--- src/rtl/adc_channel_arbiter.sv ---
// Round-robin arbiter that shares one MCP3008 ADC controller between NUM_REQ
// requesters. One conversion is outstanding at a time; a conversion that
// gets no result within TIMEOUT_CYCLES WAIT cycles is answered with rsp_err.
//
// state   | meaning
// IDLE    | no conversion; pick the next requester round-robin from ptr
// ISSUE   | handshake with the granted requester and pulse adc_start
// WAIT    | conversion in flight; wait for adc_axiiv or the timeout
// RESPOND | one-cycle rsp_valid to the granted requester
module adc_channel_arbiter #(
  parameter int NUM_REQ        = 4,
  parameter int TIMEOUT_CYCLES = 1023
) (
  input  logic                 clk,
  input  logic                 rst,
  input  logic [NUM_REQ-1:0]   req_valid,
  input  logic [3*NUM_REQ-1:0] req_channel,
  output logic [NUM_REQ-1:0]   req_ready,
  output logic                 adc_start,
  output logic [2:0]           adc_channel,
  input  logic                 adc_axiiv,
  input  logic [9:0]           adc_axiid,
  output logic [NUM_REQ-1:0]   rsp_valid,
  output logic [9:0]           rsp_data,
  output logic                 rsp_err
);

  localparam int IDX_W = (NUM_REQ > 1) ? $clog2(NUM_REQ) : 1;
  localparam int CNT_W = $clog2(TIMEOUT_CYCLES + 1);

  typedef enum logic [1:0] {IDLE, ISSUE, WAIT, RESPOND} state_t;

  state_t             state_q;
  logic [IDX_W-1:0]   ptr_q;
  logic [IDX_W-1:0]   g_q;
  logic [CNT_W-1:0]   cnt_q;
  logic [2:0]         chan_q;
  logic [9:0]         data_q;
  logic               err_q;

  logic [IDX_W-1:0]   grant_idx;
  logic               grant_found;
  int                 idx;
  logic               issue_go;
  logic [2:0]         g_chan;
  logic               timeout_hit;
  logic [IDX_W-1:0]   ptr_next;

  // First asserted requester searching upward from ptr, wrapping at NUM_REQ.
  always_comb begin
    grant_found = 1'b0;
    grant_idx   = '0;
    idx         = 0;
    for (int k = 0; k < NUM_REQ; k++) begin
      idx = int'(ptr_q) + k;
      if (idx >= NUM_REQ) idx = idx - NUM_REQ;
      if (!grant_found && req_valid[idx]) begin
        grant_found = 1'b1;
        grant_idx   = IDX_W'(idx);
      end
    end
  end

  // The handshake is decided in the ISSUE cycle itself so a withdrawn
  // request never sees req_ready or adc_start.
  assign issue_go    = (state_q == ISSUE) && req_valid[g_q];
  assign g_chan      = req_channel[3*int'(g_q) +: 3];
  // Count holds the number of completed WAIT cycles; the last WAIT cycle
  // is the one where it is about to reach TIMEOUT_CYCLES.
  assign timeout_hit = (cnt_q == CNT_W'(TIMEOUT_CYCLES - 1));
  assign ptr_next    = (g_q == IDX_W'(NUM_REQ - 1)) ? '0 : g_q + 1'b1;

  // Arbitration FSM, grant/pointer bookkeeping, timeout counter and result capture.
  always_ff @(posedge clk or negedge rst) begin
    if (!rst) begin
      state_q <= IDLE;
      ptr_q   <= '0;
      g_q     <= '0;
      cnt_q   <= '0;
      chan_q  <= '0;
      data_q  <= '0;
      err_q   <= 1'b0;
    end else begin
      case (state_q)
        IDLE: begin
          if (grant_found) begin
            g_q     <= grant_idx;
            state_q <= ISSUE;
          end
        end
        ISSUE: begin
          if (req_valid[g_q]) begin
            chan_q  <= g_chan;
            ptr_q   <= ptr_next;
            cnt_q   <= '0;
            state_q <= WAIT;
          end else begin
            state_q <= IDLE;
          end
        end
        WAIT: begin
          if (adc_axiiv) begin
            data_q  <= adc_axiid;
            err_q   <= 1'b0;
            state_q <= RESPOND;
          end else if (timeout_hit) begin
            data_q  <= '0;
            err_q   <= 1'b1;
            state_q <= RESPOND;
          end else begin
            cnt_q <= cnt_q + 1'b1;
          end
        end
        RESPOND: begin
          state_q <= IDLE;
        end
        default: begin
          state_q <= IDLE;
        end
      endcase
    end
  end

  assign req_ready   = issue_go ? (NUM_REQ'(1) << g_q) : '0;
  assign adc_start   = issue_go;
  assign adc_channel = issue_go ? g_chan : chan_q;
  assign rsp_valid   = (state_q == RESPOND) ? (NUM_REQ'(1) << g_q) : '0;
  assign rsp_data    = data_q;
  assign rsp_err     = (state_q == RESPOND) && err_q;

endmodule

--- config.mk ---
export PLATFORM = sky130hd
export DESIGN_NAME = adc_channel_arbiter
export DESIGN_NICKNAME = d
export VERILOG_FILES = /design/src/rtl/adc_channel_arbiter.sv
export SDC_FILE = /design/constraint.sdc
export NUM_CORES = 1
export LEC_CHECK = 0
export ABC_AREA = 1
export BUFFER_PORTS_ARGS = -buffer_cell sky130_fd_sc_hd__buf_2
export CORE_UTILIZATION = 40
export DETAILED_ROUTE_END_ITERATION = 10
export HOLD_SLACK_MARGIN = 0.02
export PLACE_DENSITY_LB_ADDON = 0.25
export RECOVER_POWER = 100
export SKIP_CTS_REPAIR_TIMING = 1
export SYNTH_ARGS = -nofsm -noshare
export SYNTH_HDL_FRONTEND = slang
export SYNTH_SLANG_ARGS = --single-unit
--- constraint.sdc ---
create_clock -name clk -period 4.48 [get_ports clk]
set_clock_uncertainty 0.15 [all_clocks]
set_input_delay 0.448 -clock clk [delete_from_list [all_inputs] [get_ports clk]]
set_output_delay 0.448 -clock clk [all_outputs]
set_load 0.01 [all_outputs]
==> metrics.cfg <==
[yosys]
synth.distinct_cells=27
ys_async_sr_fraction=1.00
yosys.area.top_type=dfrtp_1
synth.most_common_cell=nand2_1
synthCells=240
syn_nets=275
synth_area_per_cell_sq_um=7.64
synth_area_leaders=dfrtp_1 41%, nand2_1 16%, nor2_1 6.3%
synth_edf_count=0
yosysSeqAreaShare=0.410
netlist_top_cells_count=78 x nand2_1, 31 x nor2_1, 30 x dfrtp_1
synthFlopType=dfrtp_1
yosys_warnings=0
yosysTopAreaCellShare=0.410
netlist_area_sq_um=1830
ys_seq_elements=30

[power]
p_per_area_nw_per_um2=618
irDropWorstVdd_mv=0.295
total_power_mw=1.32
p_leak_nw=1.09

[floorplanning]
die_area_sq_um=4860
die_h_um=69.7
io_pins=52
core-area_sq_um=4380
initial_core_util=0.418
row_count=24
die_x_um=69.7

[min_path]
hold_path.startpoint=adc_axiid[5]
min_path_type=input port to flip-flop

[cts]
h-tree-depth=2
clockBufferDepth=2
cts_tree=built
clk_pin_slew_ns=0.07
root_buffer=clkbuf_8
clk_latency_ns=0.28
cts.sinks=30
numCtsBuffers=5

[drt]
first_pass_iters=6
postRouteAntennaNets=0
vias=1677
wl_mm=3.91
viasPerCell=4.85
drcViolationCount=0
wire_per_inst_um=11.3
drtIter0Drc=86

[timing]
setup_ws_ns=1.61
relSlewSlack=-0.0524
fmax_mhz=348
hold_violations=0
worst_pin_slew_ns=1.58
slew_violations=31
rsz0062_at_grt=false
setup_tns_ns=0
min_period_ns=2.87
period_share=0.641
hold-worst-slack_ns=0.237
final-setup-viol-count=0

[critical_path]
required_ns=3.88
start_kind=flip-flop
path_max_fanout=13
crit_type=flip-flop to output pin
crit_chain=inv_1 -> nand2_1 -> nand3_1 -> nand3_1 -> clkinv_1 -> nand2_1 -> nand2_1 -> clkbuf_1
cp-end-kind=output pin
crit_path_start=g_q[0]$_DFFE_PN0P_
worst_ep_arrival_time_ns=2.28
cp_slowest_stage_delay_ns=0.60
r2r_start=g_q[0]$_DFFE_PN0P_
cp_common_cell=nand2_1
crit_path_top_delay_cell=dfrtp_1

[finish]
area_growth_pct=16.8
final_util=0.488
num_antenna_cells=0
nets=328
drive_gt1_frac=0.170
nFillCells=469

[run]
drv_cap=1

[global_routing]
antenna_found_initial=0
overflow=0
grt_max_degree=31
grt_pass1_vias=1599
grt_pass1_wl_mm=6.97
grtUsageTotal=0.178

[run_status]
status=finished, violations left
failed_checks=capacitance limit, slew limit

[placement]
place_congestion=0.852
dp_slack_ns=2.22
port-buffer-count=51
hpwl_mm=2.91

==> flip-flops by register name (all words and copies together) (netlist names), named ones only <==
register	flops
err_q	1
state_q	1
chan_q	3
rsp_data	10
cnt_q	10
g_q	2
ptr_q	2
==> power by group <==
part	internal [mW]	switching, mW
clock	0.123	0.103
combinational	0.218	0.420
sequential	0.368	0.0896
==> critical path, delay by kind of cell, from the launching register on <==
family / cells / cell delay [ns]
simple gates: 5 / 0.68
flops: 1 / 0.60
buf+inv: 3 / 0.70
==> metal layers <==
metal,part of all wire,track usage,vias up
met5,0,0,-
met4,0.0092,0.0667,0
met3,0.078,0.0465,4
met2,0.42,0.279,64
met1,0.49,0.237,738
li1,-,-,871
==> final timing paths <==
path / to / slack [ns] / depth (start not counted)
worst max-delay path: adc_channel[0] / 1.61 / 8
worst min-delay path: rsp_data[5]$_DFFE_PN0P_ / 0.24 / 2
worst max register to register: cnt_q[7]$_DFFE_PN0P_ / 2.05 / 9
worst min register to register: chan_q[2]$_DFFE_PN0P_ / 0.33 / 2
max in group asynchronous: err_q$_DFFE_PN0P_ / 2.86 / 1
min in group asynchronous: cnt_q[7]$_DFFE_PN0P_ / 0.41 / 1
==> area by class of cell <==
cell class	instances	area, sq um	share of cell area
Clock inverter	2	12.5	0.00584
Inverter	22	82.6	0.0386
Tap cell	52	65.1	0.0304
Timing Repair Buffer	51	225	0.105
Multi-Input combinational cell	183	922	0.431
Clock buffer	6	82.6	0.0386
Sequential cell	30	751	0.351
==> cell families (layout without fill, tap and decap cells) <==
group                      Yosys count  after routing  synth area share
and+or+nand+nor                    134            134             0.313
AOI/OAI and AO/OA                   35             35             0.126
DFF                                 30             30             0.410
buffers and inverters               27             81            0.0724
xor gates and xnor gates             8              8            0.0382
adders and majority gates            6              6            0.0410
==> cell usage in the layout (no fill, tap or decap), types with 2 or more instances in the layout <==
cell and instances:
nand2_1 81, nor2_1 32, dfrtp_1 30, buf_2 27, clkbuf_1 24, inv_1 17
o21ai_0 15, nand3_1 11, a22o_1 10, xor2_1 7, ha_1 6, clkbuf_8 6
nand2_2 5, inv_2 4, o21ai_2 3, o22ai_1 3, a21oi_1 2
==> metrics by stage <==
step	instances	instance area [sq um]
2_1_floorplan	240	1830
4_1_cts	346	2200
3_3_place_gp	338	2100
5_1_grt	346	2140
3_5_place_dp	338	2100
6_report	346	2140
Power figures use the tool's default switching activity.
